==> src/rtl/icache_dm_controller_if.sv <==
// Bus bundle between the I-cache controller and its neighbours: CPU fetch port,
// storage-array port and memory read port. The master modport is the controller side.
interface icache_dm_controller_if #(
   parameter int unsigned WORD_WIDTH = 32,
   parameter int unsigned ADDR_WIDTH = 32
);
   logic                  cpu_req;
   logic [ADDR_WIDTH-1:0] cpu_addr;
   logic                  cpu_ready;
   logic                  cpu_valid;
   logic [WORD_WIDTH-1:0] cpu_data;

   logic                  st_read;
   logic                  st_write;
   logic [ADDR_WIDTH-1:0] st_address;
   logic [WORD_WIDTH-1:0] st_write_block;
   logic                  st_hit;
   logic [WORD_WIDTH-1:0] st_read_data;

   logic                  mem_req;
   logic [ADDR_WIDTH-1:0] mem_addr;
   logic                  mem_ack;
   logic [WORD_WIDTH-1:0] mem_data;

   modport master (
      input  cpu_req, cpu_addr, st_hit, st_read_data, mem_ack, mem_data,
      output cpu_ready, cpu_valid, cpu_data, st_read, st_write, st_address, st_write_block,
             mem_req, mem_addr
   );

   modport slave (
      output cpu_req, cpu_addr, st_hit, st_read_data, mem_ack, mem_data,
      input  cpu_ready, cpu_valid, cpu_data, st_read, st_write, st_address, st_write_block,
             mem_req, mem_addr
   );
endinterface

==> src/rtl/icache_dm_controller.sv <==
// Direct-mapped I-cache controller: array lookup, memory fetch on miss, then refill.
// Define ICACHE_PERF_CNT_EN to add hit_count/miss_count performance counters.
module icache_dm_controller #(
   parameter int unsigned WORD_WIDTH = 32,
   parameter int unsigned ADDR_WIDTH = 32,
   parameter int unsigned CNT_WIDTH  = 32
) (
   input logic                   clk,
   input logic                   reset_n,
   icache_dm_controller_if.master bus
`ifdef ICACHE_PERF_CNT_EN
   ,
   output logic [CNT_WIDTH-1:0]  hit_count,
   output logic [CNT_WIDTH-1:0]  miss_count
`endif
);

   if (ADDR_WIDTH != 32 || CNT_WIDTH == 0) begin : g_bad_param
      $error("icache_dm_controller: ADDR_WIDTH must be 32 and CNT_WIDTH nonzero");
   end

   typedef enum logic [1:0] {StIdle, StLookup, StMemReq, StFill} state_e;

   state_e                state_q, state_d;
   logic [ADDR_WIDTH-1:0] addr_q, addr_d;
   logic [WORD_WIDTH-1:0] fill_q, fill_d;
   logic [WORD_WIDTH-1:0] cpu_data_q, cpu_data_d;
   logic                  cpu_valid_q, cpu_valid_d;
   logic                  mem_req_q, mem_req_d;
   logic [ADDR_WIDTH-1:0] mem_addr_q, mem_addr_d;

   always_ff @(posedge clk or negedge reset_n) begin
      if (!reset_n) begin
         state_q     <= StIdle;
         addr_q      <= '0;
         fill_q      <= '0;
         cpu_data_q  <= '0;
         cpu_valid_q <= 1'b0;
         mem_req_q   <= 1'b0;
         mem_addr_q  <= '0;
      end else begin
         state_q     <= state_d;
         addr_q      <= addr_d;
         fill_q      <= fill_d;
         cpu_data_q  <= cpu_data_d;
         cpu_valid_q <= cpu_valid_d;
         mem_req_q   <= mem_req_d;
         mem_addr_q  <= mem_addr_d;
      end
   end

   always_comb begin
      state_d     = state_q;
      addr_d      = addr_q;
      fill_d      = fill_q;
      cpu_data_d  = cpu_data_q;
      cpu_valid_d = 1'b0;
      mem_req_d   = mem_req_q;
      mem_addr_d  = mem_addr_q;
      unique case (state_q)
         StIdle: begin
            if (bus.cpu_req) begin
               addr_d  = bus.cpu_addr;
               state_d = StLookup;
            end
         end
         StLookup: begin
            // st_read_data is only trusted on a hit; on a miss it may be X
            if (bus.st_hit) begin
               cpu_data_d  = bus.st_read_data;
               cpu_valid_d = 1'b1;
               state_d     = StIdle;
            end else begin
               mem_req_d  = 1'b1;
               mem_addr_d = addr_q;
               state_d    = StMemReq;
            end
         end
         StMemReq: begin
            if (bus.mem_ack) begin
               mem_req_d   = 1'b0;
               fill_d      = bus.mem_data;
               cpu_data_d  = bus.mem_data;
               cpu_valid_d = 1'b1;
               state_d     = StFill;
            end
         end
         StFill: state_d = StIdle;
         default: state_d = StIdle;
      endcase
   end

   // Strobes are gated by reset so the array never sees a stray access during reset
   assign bus.cpu_ready      = (state_q == StIdle);
   assign bus.st_read        = reset_n && (state_q == StIdle) && bus.cpu_req;
   assign bus.st_write       = reset_n && (state_q == StFill);
   assign bus.st_address     = (state_q == StIdle) ? bus.cpu_addr : addr_q;
   assign bus.st_write_block = fill_q;
   assign bus.cpu_valid      = cpu_valid_q;
   assign bus.cpu_data       = cpu_data_q;
   assign bus.mem_req        = mem_req_q;
   assign bus.mem_addr       = mem_addr_q;

`ifdef ICACHE_PERF_CNT_EN
   logic [CNT_WIDTH-1:0] hit_count_q, miss_count_q;

   always_ff @(posedge clk or negedge reset_n) begin
      if (!reset_n) begin
         hit_count_q  <= '0;
         miss_count_q <= '0;
      end else if (state_q == StLookup) begin
         if (bus.st_hit) hit_count_q  <= hit_count_q + CNT_WIDTH'(1);
         else            miss_count_q <= miss_count_q + CNT_WIDTH'(1);
      end
   end

   assign hit_count  = hit_count_q;
   assign miss_count = miss_count_q;
`endif

endmodule

==> src/flat_wrapper.sv <==
// flat-port wrapper written by rule: the top's interface ports become plain ports
module icache_dm_controller_flat 
#(
   parameter int unsigned WORD_WIDTH = 32,
   parameter int unsigned ADDR_WIDTH = 32,
   parameter int unsigned CNT_WIDTH  = 32
)
  (clk, reset_n, bus_cpu_req, bus_cpu_addr, bus_st_hit, bus_st_read_data, bus_mem_ack, bus_mem_data, bus_cpu_ready, bus_cpu_valid, bus_cpu_data, bus_st_read, bus_st_write, bus_st_address, bus_st_write_block, bus_mem_req, bus_mem_addr);
  icache_dm_controller_if #(.WORD_WIDTH(WORD_WIDTH), .ADDR_WIDTH(ADDR_WIDTH)) bus_i ();
  input logic clk;
  input logic reset_n;
  input wire logic [$bits(bus_i.cpu_req)-1:0] bus_cpu_req;
  input wire logic [$bits(bus_i.cpu_addr)-1:0] bus_cpu_addr;
  input wire logic [$bits(bus_i.st_hit)-1:0] bus_st_hit;
  input wire logic [$bits(bus_i.st_read_data)-1:0] bus_st_read_data;
  input wire logic [$bits(bus_i.mem_ack)-1:0] bus_mem_ack;
  input wire logic [$bits(bus_i.mem_data)-1:0] bus_mem_data;
  output wire logic [$bits(bus_i.cpu_ready)-1:0] bus_cpu_ready;
  output wire logic [$bits(bus_i.cpu_valid)-1:0] bus_cpu_valid;
  output wire logic [$bits(bus_i.cpu_data)-1:0] bus_cpu_data;
  output wire logic [$bits(bus_i.st_read)-1:0] bus_st_read;
  output wire logic [$bits(bus_i.st_write)-1:0] bus_st_write;
  output wire logic [$bits(bus_i.st_address)-1:0] bus_st_address;
  output wire logic [$bits(bus_i.st_write_block)-1:0] bus_st_write_block;
  output wire logic [$bits(bus_i.mem_req)-1:0] bus_mem_req;
  output wire logic [$bits(bus_i.mem_addr)-1:0] bus_mem_addr;
  assign bus_i.cpu_req = bus_cpu_req;
  assign bus_i.cpu_addr = bus_cpu_addr;
  assign bus_i.st_hit = bus_st_hit;
  assign bus_i.st_read_data = bus_st_read_data;
  assign bus_i.mem_ack = bus_mem_ack;
  assign bus_i.mem_data = bus_mem_data;
  assign bus_cpu_ready = bus_i.cpu_ready;
  assign bus_cpu_valid = bus_i.cpu_valid;
  assign bus_cpu_data = bus_i.cpu_data;
  assign bus_st_read = bus_i.st_read;
  assign bus_st_write = bus_i.st_write;
  assign bus_st_address = bus_i.st_address;
  assign bus_st_write_block = bus_i.st_write_block;
  assign bus_mem_req = bus_i.mem_req;
  assign bus_mem_addr = bus_i.mem_addr;
  icache_dm_controller #(.WORD_WIDTH(WORD_WIDTH), .ADDR_WIDTH(ADDR_WIDTH), .CNT_WIDTH(CNT_WIDTH)) u_core (.clk(clk), .reset_n(reset_n), .bus(bus_i));
endmodule
==> config.mk <==
export PLATFORM = sky130hd
export DESIGN_NAME = icache_dm_controller_flat
export DESIGN_NICKNAME = d
export VERILOG_FILES = /design/src/rtl/icache_dm_controller_if.sv /design/src/rtl/icache_dm_controller.sv /design/src/flat_wrapper.sv
export SDC_FILE = /design/constraint.sdc
export NUM_CORES = 1
export LEC_CHECK = 0
export CORE_ASPECT_RATIO = 2
export CORE_UTILIZATION = 47
export DETAILED_ROUTE_END_ITERATION = 16
export PLACE_DENSITY = 0.95
export RECOVER_POWER = 100
export SETUP_SLACK_MARGIN = 0.5
export SYNTH_ARGS = -nofsm -noshare
export SYNTH_HDL_FRONTEND = slang
export SYNTH_SLANG_ARGS = --single-unit
export TNS_END_PERCENT = 5
==> constraint.sdc <==
create_clock -name clk -period 3.2 [get_ports clk]
set_input_delay 0.96 -clock clk [delete_from_list [all_inputs] [get_ports clk]]
set_output_delay 0.96 -clock clk [all_outputs]
set_load 0.05 [all_outputs]
== Word level (Yosys, flattened, before mapping) ==
Cells that the tools add are included.
Word-level totals
  word-level logic and storage cells: 40
  bits of input ports: 101
  bits in registers: 132
  output and inout port bits: 133
Cells by class
  bitwise logic cells: 1
  eq/ne operators: 7
  reduce and logical (&&, ||, !) cells: 11
  muxes and demuxes: 14
Operators with widths (count)
  $mux W32: 3
  $pmux W32 S2: 1
  $ne A2 B2 Y1 const B: 4
  $pmux W2 S4: 1
  $reduce_and A2 Y1: 4
  $mux W2: 3
  $reduce_and A3 Y1: 2
  $eq A2 B2 Y1 const B: 2
  $mux W1: 4
  $pmux W1 S2: 2
  $logic_and A1 B1 Y1: 3
  $eq A2 B1 Y1 const B: 1
  $logic_not A2 Y1: 1
  $reduce_bool A2 Y1: 1
  $not A1 Y1: 1

== Depth between registers and ports, before layout ==
Gate-level depths: netlist of the first run.
  word-level depth: 3
  mapped depth: 7
  depth with buffers taken out: 5

== Least setup slack after synthesis of the first run ==
Ideal clock, no wire load.
  path type: reg-to-output
  from: reg u_core.state_q[0]
  to: out bus_st_read
  required time: 2.240 ns
  stages on the path, launching flop included: 6
  setup slack: 0.127 ns
  buffers on the path: 2
  arrival: 2.113 ns
  cells stage by stage: dfrtp_1 -> inv_1 -> ha_1 -> buf_2 -> buf_1 -> and3_1
On the way
  word-level cells in the longest chain between the ends: 3
Ends and longest elaborated chain
  from (decl): RTL line icache_dm_controller.sv:24  | state_e state_q, state_d;
  from (signal assigned): RTL line icache_dm_controller.sv:34  | state_q <= StIdle;
  from (signal assigned): RTL line icache_dm_controller.sv:42  | state_q <= state_d;
  $logic_not A2 Y1
  named net bus_cpu_ready: RTL line flat_wrapper.sv:18  | output wire logic [$bits(bus_i.cpu_ready)-1:0] bus_cpu_ready;
  $logic_and A1 B1 Y1 (2 in series): RTL line icache_dm_controller.sv:95  | assign bus.st_read = reset_n && (state_q == StIdle) && bus.cpu_req;
  to (decl): RTL line flat_wrapper.sv:21  | output wire logic [$bits(bus_i.st_read)-1:0] bus_st_read;
The timed path passes the listed nets, and every way through them passes these cells.

== Worst setup path in the final report of the first run ==
  from: reg u_core.state_q[0]
  to: out bus_st_address[14]
On the way
  word-level cells in the longest chain between the ends: 2
Ends and longest elaborated chain
  $logic_not A2 Y1: RTL line icache_dm_controller.sv:97  | assign bus.st_address = (state_q == StIdle) ? bus.cpu_addr : addr_q;
  $mux W32: RTL line icache_dm_controller.sv:97
  to (decl): RTL line flat_wrapper.sv:23  | output wire logic [$bits(bus_i.st_address)-1:0] bus_st_address;
Every way passes these cells.

==> summary by stage, run 1 <==
Run status
The flow ran to the end, and the final reports show no timing, DRC or antenna violations.

Detailed routing
The detailed-routing iteration count for the pre-antenna-repair pass is 4. In the routed design, unresolved DRC markers number 0. The count of nets left with antenna violations once routing finished came out at 0. The number of vias per cell is 5.29. The final wirelength is 16.7 mm. After detailed routing, the average wire length per cell comes to 21.2 um. The number of DRC violations after detailed-routing iteration 0 is 118. The vias after detailed routing is 4163.

Finish
The growth of design area from synthesis to finish is 62.0%. In the final layout, the share of cells above drive strength 1 is 0.423. The layout has 675 filler cells. The total number of nets in the final design is 732.

Clock network
The clock passes through at most 2 buffers. The tree is rooted in a sky130_fd_sc_hd__clkbuf_16. The clock insertion delay at the later pin of the skew report is 0.41 ns. The clock-pin slew on the worst setup and hold paths is 0.06 ns. The CTS tree is done. The clock net in this run drives a total of 132 sinks. Hold repair after CTS inserted 0 buffers. The H-tree was split into 4 levels. The number of buffers added by the clock tree synthesis step is 17.

Synthesis
Sorting the synthesized cells by area gives the leading types as sky130_fd_sc_hd__dfrtp_1 57%, sky130_fd_sc_hd__mux2_2 37%, sky130_fd_sc_hd__ha_1 1.3%. The number of distinct library cells after synthesis is 23. Sorting the synthesized cells by how often they occur yields 191 x sky130_fd_sc_hd__mux2_2, 132 x sky130_fd_sc_hd__dfrtp_1, 13 x sky130_fd_sc_hd__buf_2. The leading area contributor after synthesis is sky130_fd_sc_hd__dfrtp_1.

Among all flip-flop cells after synthesis, the most frequent one is sky130_fd_sc_hd__dfrtp_1. The sequential share of the synthesized area is 0.569. Among all cell types in the netlist, the one instantiated most often is sky130_fd_sc_hd__mux2_2. For this run, the number of Yosys warnings is 0. The number of flops mapped to enable cells by yosys is 0. Synthesis produced a netlist whose cell count is 373. Synthesis produced a netlist with a net count of 480. The post-synthesis async set-or-reset flop share is 1.00. The post-synthesis register bit count is 132. In this run the mean area of a mapped cell was 15.6 um^2. The combined area of all synthesized cells is 5800 um^2. The share of synthesized area in the top cell type comes to 0.569.

Worst setup path
The required time at the endpoint of the critical path is 2.24 ns. The sort of element at the end of the critical path is a primary output. The setup path with the least slack is of type reg -> out.

The worst setup path is launched from a flop. The critical-path cell with the highest stage delay is sky130_fd_sc_hd__dfrtp_1. The critical path goes through inv_1, ha_1, buf_12, buf_16, mux2_1, buf_12.

STA puts the critical path data arrival time at 1.98 ns. Of all nets on the critical path, the largest fanout is 9. The most repeated library cell on the critical path is sky130_fd_sc_hd__buf_12. The largest single stage delay on the critical path is 0.39 ns.

STA
The transition time at the pin with the least slew margin is 1.34 ns. The top achievable clock speed is 0.340 GHz. The final-report hold violation count was 0.

The worst path needs 2.94 ns of the cycle, external delays included. The final-report max-slew violation count is 0. The setup TNS is 0 ns. Clock skew on the completed layout was measured at 0.0101 ns. Setup repair after global routing could not meet its margin everywhere. Of the available clock period, the critical path in the final layout requires 0.919.

The setup violation total in the final timing report is 0. The normalized max-slew margin is 0.109.

Global route
The via count of the first global-routing pass is 4726. The maximum number of pins on one net before global-route repair is 76. The total routing usage reported by global routing is 0.272.

The met2 usage is 0.498. The first global-routing pass estimated 25.8 mm of wire. The initial antenna violation count is 2. After global routing, the most crowded layer is met2.

The fraction of met3 tracks used by global routing is 0.0734. For met1 alone, demand over resource in global routing was 0.268. Summed over all layers, the global routing overflow is 0.

Job
The max-capacitance violation count is 0.

Placed design
Detailed placement finished with a half-perimeter wire length of 11.4 mm. Input and output buffers added on the ports amount to 233. The weighted congestion at the end of routability-driven global placement is 0.808.

Floorplan
The core region area is 12100 um^2. The die extent in x is 80.6 um. The starting density of the core is 0.481. The height of the chip is 159 um. The floorplan has 57 rows. The floorplan die area is 12800 um^2. 234 I/O pins were placed.

Hold path
The tightest min-delay check is of the reg -> reg type.
[layout make-up]
class	count	area [um^2]	area share
Clock inverter	14	138	0.0146
Tap cell	147	184	0.0196
Sequential cell	132	3300	0.351
Clock buffer	18	439	0.0467
Multi-Input combinational cell	217	2480	0.263
Timing Repair Buffer	254	2850	0.303
Inverter	3	11.3	0.00120
Antenna cell	2	5.00	0.000532
[cells in the final DEF (no fill, tap or decap), types with 3 or more instances in the layout]
cell type                           n
sky130_fd_sc_hd__buf_12            37
sky130_fd_sc_hd__buf_4              7
sky130_fd_sc_hd__clkbuf_1           7
sky130_fd_sc_hd__clkbuf_16         17
sky130_fd_sc_hd__clkbuf_2           3
sky130_fd_sc_hd__clkdlybuf4s50_1   78
sky130_fd_sc_hd__clkinvlp_4         3
sky130_fd_sc_hd__dfrtp_1          132
sky130_fd_sc_hd__dlygate4sd2_1     19
sky130_fd_sc_hd__dlygate4sd3_1    100
sky130_fd_sc_hd__ha_1               6
sky130_fd_sc_hd__inv_6              6
sky130_fd_sc_hd__mux2_1             8
sky130_fd_sc_hd__mux2_2           155
sky130_fd_sc_hd__mux2_4            29
sky130_fd_sc_hd__nand2_1            3
sky130_fd_sc_hd__nor2b_1            3
[timing repair]
action | CTS | global route
endpoints found under the setup margin | 34 | 32
pin swaps | 1 | 0
setup buffers | 9 | 1
cloned | 1 | 0
gates resized for setup | 55 | 0
[per-stage QoR]
stage	utilization	hold slack (ns)	setup slack [ns]	instances	area [um^2]
2_1_floorplan	-	0.494	0.551	373	5820
3_3_place_gp	0.715	0.481	0.374	742	8620
3_5_place_dp	0.715	0.492	0.341	742	8620
4_1_cts	0.785	0.505	0.423	784	9460
5_1_grt	0.780	0.504	0.187	787	9400
6_report	0.780	0.497	0.260	787	9400
[worst paths after layout]
path	start	end	slack [ns]	depth (start not counted)
max reg2reg	u_core.state_q[0]	u_core.addr_q[29]	0.58	7
min	u_core.bus.mem_addr[28]	u_core.bus.mem_addr[28]	0.50	1
max	u_core.state_q[0]	bus_st_address[14]	0.26	6
min in group asynchronous	reset_n	u_core.bus.st_write_block[23]	0.73	2
min reg2reg	u_core.bus.mem_addr[28]	u_core.bus.mem_addr[28]	0.50	1
max in group asynchronous	reset_n	u_core.bus.cpu_data[31]	1.05	3
[sequential cells by signal, summed over array words and instances (netlist names), named ones only]
register	cells
u_core.addr_q	32
u_core.bus.cpu_data	32
u_core.bus.cpu_valid	1
u_core.state_q	1
u_core.bus.mem_req	1
u_core.bus.st_write_block	32
u_core.bus.mem_addr	32
[worst max-delay path: cells and delay by family, from the launching register on]
kind                       cells  cell delay, ns
adders and majority gates      1            0.28
buffers and inverters          4            0.53
DFF                            1            0.39
muxes                          1            0.37
[metal layers]
metal | routed length (um) | vias up | share of wire
met5 | 0 | - | 0
met4 | 775 | 0 | 0.046
met2 | 9420 | 189 | 0.57
met1 | 5500 | 2084 | 0.33
met3 | 969 | 49 | 0.058
li1 | - | 1841 | -
[cells by family (layout without fill, tap and decap cells)]
kind of cell             count (synthesis)  after routing  synth area share
other                                    0              2                 0
adder cells (fa/ha/maj)                  6              6            0.0129
AO/OA/AOI/OAI                            5              5           0.00604
multiplexers                           193            193             0.374
AND/OR/NAND/NOR                         13             13            0.0138
flip-flops                             132            132             0.569
buffers and inverters                   24            289            0.0235
Power of run 1 is left out: the tool's default activity adds up to more than one toggle a clock period on the data nets, which glitch-free logic cannot reach.
==> inputs of run 2 (changes only) <==
- CORE_UTILIZATION: 47 -> 44
- GPL_TIMING_DRIVEN: not set -> 0
- PLACE_DENSITY: 0.95 -> 0.91
- clock period: 3.2 -> 3 ns (I/O delays scaled with it)
==> run 2 against run 1 <==
Net effect:
- the run now ends with capacitance limit, slew limit left
- utilization down 7.1 points
- die area up 6.7%
- worst hold slack worse by 0.17 ns
- first-iteration DRC count down 10%
- final area down 2.6%
- non-clock buffer count up 13
- clock skew up 0.00070 ns
- critical path depth unchanged
==> summary by stage, run 2 (synthesis results as in run 1) <==
Clock network
The clock-pin slew on the worst setup and hold paths is 0.06 ns (about the same). The number of buffers added by the clock tree synthesis step is 17 (unchanged). The CTS tree is done. The number of buffers on the longest clock path came to 2 (unchanged). Clock tree synthesis selected as its root buffer the cell sky130_fd_sc_hd__clkbuf_16. The CTS H-tree depth is 4 (unchanged). The number of clock sinks seen by CTS came to 132 (unchanged). The clock insertion delay at the later pin of the skew report came to 0.40 ns (about the same).

STA
The portion of the clock cycle consumed by the worst path in the final layout is 0.939. The top achievable clock speed is 0.355 GHz. The final-report hold violation count is 0 (unchanged).

The final worst-path setup slack came to 0.183 ns (-0.0777 ns). Setup repair after global routing could not meet its margin everywhere. The transition time at the pin with the least slew margin was 2.03 ns (+0.696 ns). The normalized max-slew margin was -0.355 (-0.464). The final-report max-slew violation count came to 69 (+69). The clock period minus worst slack is 2.82 ns. The clock skew came to 0.0108 ns (+0.000698 ns). The setup violation total in the final timing report is 0 (unchanged).

Finish
The number of diodes added for antenna fixing is 0 (-2). The final cell count without fillers was 803 (+2.0%). The total number of nets in the final design is 745 (+1.8%). The library cell used most frequently in the layout, excluding fill and tap cells, is sky130_fd_sc_hd__mux2_2. The top cell types in the final layout, fill and taps aside, are 158 x sky130_fd_sc_hd__mux2_2, 132 x sky130_fd_sc_hd__dfrtp_1, 101 x sky130_fd_sc_hd__dlygate4sd3_1, 96 x sky130_fd_sc_hd__clkdlybuf4s50_1, 34 x sky130_fd_sc_hd__clkbuf_2. The fraction of final layout cells with drive strength greater than 1 was 0.425 (+0.00230). The growth of design area from synthesis to finish is 57.8%.

Run status
The final reports fail on capacitance limit, slew limit. The flow ran to the end, but the final reports show violations.

Worst setup path
The minimum setup slack among reg-to-reg paths is 0.39 ns (-0.19 ns). The critical-path maximum fanout came to 5 (-4). The startpoint-to-endpoint class of the critical path is reg -> out. The most critical setup path has its endpoint at bus_st_address[10]. The reg-to-reg startpoint is u_core.state_q[0].

The endpoint of the worst register-to-register path is u_core.bus.cpu_data[30]. The critical path data arrival time is 1.92 ns (-0.06 ns). The worst setup path is captured at a primary output.

The kind of start point of the critical path is a flop. The number of cells on the worst reg-to-reg path was 7 (unchanged). The required time at the endpoint of the critical path came to 2.10 ns (-0.14 ns). The critical path starts at u_core.state_q[0].

Placed design
The pre-CTS setup slack came to -0.695 ns (-1.04 ns). The weighted congestion at the end of routability-driven global placement is 0.778 (-3.6%). The number of port buffers is 233 (unchanged). The post-detailed-placement half-perimeter wirelength is 11.7 mm (+2.6%). The cell count after placement is 759 (+2.3%).

Floorplan
The starting density of the core is 0.449 (-0.0323). The height of the chip is 164 um (+3.3%). The top-level port count was 234 (unchanged).

The die extent in x came to 83.2 um (+3.3%). The number of standard-cell rows in the floorplan is 59 (+3.5%). The floorplan die area is 13700 um^2 (+6.7%). The core region area came to 12900 um^2 (+7.2%).

Detailed routing
The detailed-routing iteration count for the pre-antenna-repair pass is 4 (unchanged). The per-cell routed wire length came to 20.0 um (-5.4%). The vias after detailed routing is 4202 (+0.94%). The number of design rule violations left after detail routing was 0 (unchanged). The final wirelength is 16.1 mm (-3.5%).

The count of antenna-violating nets left after detailed routing is 0 (unchanged). The number of vias per cell is 5.23 (-1.1%). The number of DRC violations after detailed-routing iteration 0 is 106 (-10%).

Global route
The via count of the first global-routing pass is 4775 (+1.0%). The first-pass GRT wire length is 25.0 mm (-3.0%). The maximum number of pins on one net before global-route repair is 39 (-49%). The initial antenna violation count is 0 (-2).

The total routing usage reported by global routing is 0.238 (-0.0342). The leftover overflow at the end of global routing is 0 (unchanged).

Hold path
The tightest min-delay check is of the in -> async type.

Job
The max-capacitance violation count is 2 (+2).
[run 2: cell type report]
cell class | instances | area, um^2
fillers | 881 | 3760
clock buffers | 20 | 447
plain buffers | 21 | 155
flip-flops and latches | 132 | 3300
multi-input cells | 217 | 2490
inverters | 3 | 11.3
repair buffers | 246 | 2380
well taps | 152 | 190
clock inverters | 12 | 180
[run 2: worst min path at each step]
stage,slack [ns],to,start,cells past startpoint
2_1_floorplan,0.49,u_core.bus.mem_addr[17],u_core.addr_q[17],1
3_3_place_gp,0.47,u_core.bus.cpu_data[6],u_core.bus.cpu_data[6],1
3_5_place_dp,0.48,u_core.bus.cpu_data[6],u_core.bus.cpu_data[6],1
4_1_cts,0.32,u_core.addr_q[15],reset_n,1
5_1_grt,0.32,u_core.bus.cpu_data[25],reset_n,1
6_report,0.33,u_core.bus.cpu_data[25],reset_n,1
[run 2: worst max-delay path, stage by stage, from the launching register on]
cell,delay [ns]
sky130_fd_sc_hd__dfrtp_1,0.38
sky130_fd_sc_hd__inv_1,0.12
sky130_fd_sc_hd__ha_4,0.18
sky130_fd_sc_hd__buf_12,0.14
sky130_fd_sc_hd__clkbuf_16,0.15
sky130_fd_sc_hd__mux2_4,0.30
sky130_fd_sc_hd__clkbuf_2,0.26
[run 2: per-layer routing]
layer / share of wire / GRT usage
met5: 0 / 0
met3: 0.054 / 0.0580
met1: 0.33 / 0.234
met2: 0.58 / 0.459
met4: 0.036 / 0.117
[run 2: timing repair]
item	in CTS	in global routing
resized for setup	223	38
setup endpoints to repair	42	83
setup buffers	5	1
hold buffers	0	0
pin swaps	1	1
gates cloned	3	3
[run 2: metrics by stage]
stage	TNS, ns	hold WS (ns)	area [um^2]	utilization
2_1_floorplan	0	0.494	5930	-
3_3_place_gp	-538.54	0.472	8460	0.655
3_5_place_dp	-8.46	0.480	8480	0.657
4_1_cts	0	0.320	9230	0.714
5_1_grt	0	0.322	9160	0.709
6_report	0	0.328	9160	0.709
Power of run 2 is left out for the same reason.
==> inputs of run 3 (changes only) <==
- CORE_ASPECT_RATIO: 2 -> 1.2
==> run 3 against run 2 <==
Net effect:
- the flow still finishes with violations (capacitance limit, slew limit)
- non-clock buffer count is 2 lower
- worst setup slack better by 0.0011 ns
- die area fell by 0.19%
- first-iteration DRC count rose by 4.7%
- via count decreased by 2.7%
- sequential share of layout area down 0.12 points
==> summary by stage, run 3 (synthesis results as in run 1) <==
Global route
The initial antenna violation count is 1 (+1). The via count of the first global-routing pass is 4633 (-3.0%). The total routing usage reported by global routing is 0.235 (-0.00338).

The first-pass GRT wire length was 24.1 mm (-3.4%). The maximum number of pins on one net before global-route repair was 37 (-5.1%). The leftover overflow at the end of global routing is 0 (unchanged).

Floorplan
The height of the chip was 128 um (-22%). The top-level port count was 234 (unchanged). The number of standard-cell rows in the floorplan was 45 (-24%). The core region area is 12800 um^2 (-1.1%).

The floorplan die area is 13700 um^2 (-0.19%). The starting density of the core is 0.454 (+0.00484). The die extent in x is 107 um (+28%).

STA
The portion of the clock cycle consumed by the worst path in the final layout is 0.939 (about the same). The transition time at the pin with the least slew margin is 1.96 ns (-0.0702 ns). The normalized max-slew margin was -0.308 (+0.0468). The top achievable clock speed is 0.355 GHz (about the same).

Setup repair after global routing could not meet its margin everywhere. The final worst-path setup slack is 0.184 ns (+0.00111 ns). The setup TNS is 0 ns (unchanged). The setup violation total in the final timing report is 0 (unchanged). The final-report hold violation count was 0 (unchanged). The clock period minus worst slack is 2.82 ns (-0.00111 ns). The clock skew is 0.00992 ns (-0.000877 ns). The final-report max-slew violation count is 70 (+1.4%).

Run status
The final reports fail on capacitance limit, slew limit. The flow ran to the end, but the final reports show violations.

Clock network
The number of clock sinks seen by CTS is 132 (unchanged). The clock insertion delay at the later pin of the skew report came to 0.41 ns (about the same). The CTS H-tree depth is 4 (unchanged). The root buffer cell is sky130_fd_sc_hd__clkbuf_16. TritonCTS built the clock tree. The number of buffers on the longest clock path is 2 (unchanged). The number of buffers added by the clock tree synthesis step is 17 (unchanged). The clock-pin slew on the worst setup and hold paths came to 0.05 ns (about the same). The number of buffers inserted for hold repair after clock tree synthesis is 0 (unchanged).

Detailed routing
The number of design rule violations left after detail routing is 0 (unchanged). The number of vias per cell is 5.02 (-4.1%). The vias after detailed routing was 4087 (-2.7%). The count of antenna-violating nets left after detailed routing is 0 (unchanged).

The number of DRC violations after detailed-routing iteration 0 was 111 (+4.7%). The detailed-routing iteration count for the pre-antenna-repair pass is 4 (unchanged). The final wirelength was 15.3 mm (-4.6%). The per-cell routed wire length is 18.8 um (-5.9%).

Placed design
The post-detailed-placement half-perimeter wirelength was 10.5 mm (-10%). The number of port buffers is 233 (unchanged). The pre-CTS setup slack is -0.807 ns (-0.112 ns). The weighted congestion at the end of routability-driven global placement is 0.726 (-6.8%). The cell count after placement is 771 (+1.6%).

Worst setup path
The critical path data arrival time is 1.92 ns (about the same). Tracing the worst setup path back leads to its startpoint at u_core.state_q[0]. The required time at the endpoint of the critical path was 2.10 ns (about the same).

The worst setup path is captured at a primary output. The minimum setup slack among reg-to-reg paths was 0.42 ns (+0.03 ns). The worst register-to-register path begins at u_core.state_q[0].

The endpoint of the worst register-to-register path is u_core.bus.cpu_data[17]. The number of cells on the worst reg-to-reg path is 8 (+1). The critical-path maximum fanout is 5 (unchanged).

The kind of start point of the critical path is a flop. The worst setup path is of the reg -> out kind.

Job
The max-capacitance violation count is 2 (unchanged).

Finish
The final cell count without fillers is 814 (+1.4%). The leading cell type in the layout, fill and taps excluded is sky130_fd_sc_hd__mux2_2. In the layout the commonest cells are 160 x sky130_fd_sc_hd__mux2_2, 132 x sky130_fd_sc_hd__dfrtp_1, 100 x sky130_fd_sc_hd__dlygate4sd3_1, 97 x sky130_fd_sc_hd__clkdlybuf4s50_1, 31 x sky130_fd_sc_hd__mux2_4. The fraction of final layout cells with drive strength greater than 1 is 0.427 (+0.00131). Compared with the post-synthesis result, the final layout area differs by 58.4%. The total number of nets in the final design was 743 (-0.27%).

Hold path
The min-delay analysis places its worst path in the category in -> async.
-- run 3: worst max-delay path by stage --
stage / cells past startpoint / slack, ns / end
3_5_place_dp: 4 / -0.81 / bus_st_read
3_3_place_gp: 3 / -5.07 / bus_st_read
6_report: 6 / 0.18 / bus_st_address[23]
4_1_cts: 6 / 0.27 / bus_st_address[8]
2_1_floorplan: 5 / 0.50 / bus_st_address[0]
5_1_grt: 6 / 0.12 / bus_st_address[7]
-- run 3: stage by stage --
| stage | utilization | area [um^2] | hold WS [ns] |
|---|---|---|---|
| 2_1_floorplan | - | 5930 | 0.494 |
| 3_3_place_gp | 0.663 | 8470 | 0.475 |
| 3_5_place_dp | 0.665 | 8500 | 0.480 |
| 4_1_cts | 0.727 | 9290 | 0.326 |
| 5_1_grt | 0.719 | 9190 | 0.328 |
| 6_report | 0.719 | 9190 | 0.335 |
-- run 3: worst max-delay path, stage by stage, from the launching register on --
cell and delay (ns):
sky130_fd_sc_hd__dfrtp_1 0.38, sky130_fd_sc_hd__inv_1 0.09, sky130_fd_sc_hd__ha_1 0.24, sky130_fd_sc_hd__buf_12 0.16
sky130_fd_sc_hd__buf_16 0.13, sky130_fd_sc_hd__mux2_4 0.30, sky130_fd_sc_hd__buf_2 0.21
-- run 3: repair_timing --
item,CTS,global route
gates resized for setup,247,9
pin swaps,1,0
cloned,3,0
setup endpoints to repair,47,106
setup buffers,6,1
-- run 3: metal layers --
layer | track usage | routed length, um
met1 | 0.245 | 5690
met2 | 0.433 | 8220
met3 | 0.0834 | 1140
met4 | 0.0806 | 286
met5 | 0 | 0
-- run 3: layout make-up --
class                   count  area (um^2)
fillers                   857         3590
flip-flops and latches    132         3300
multi-input cells         217         2480
repair buffers            244         2460
clock buffers              19          443
well taps                 164          205
plain buffers              21          155
clock inverters            13          125
inverters                   3         11.3
diodes                      1         2.50
Power of run 3 is left out for the same reason.
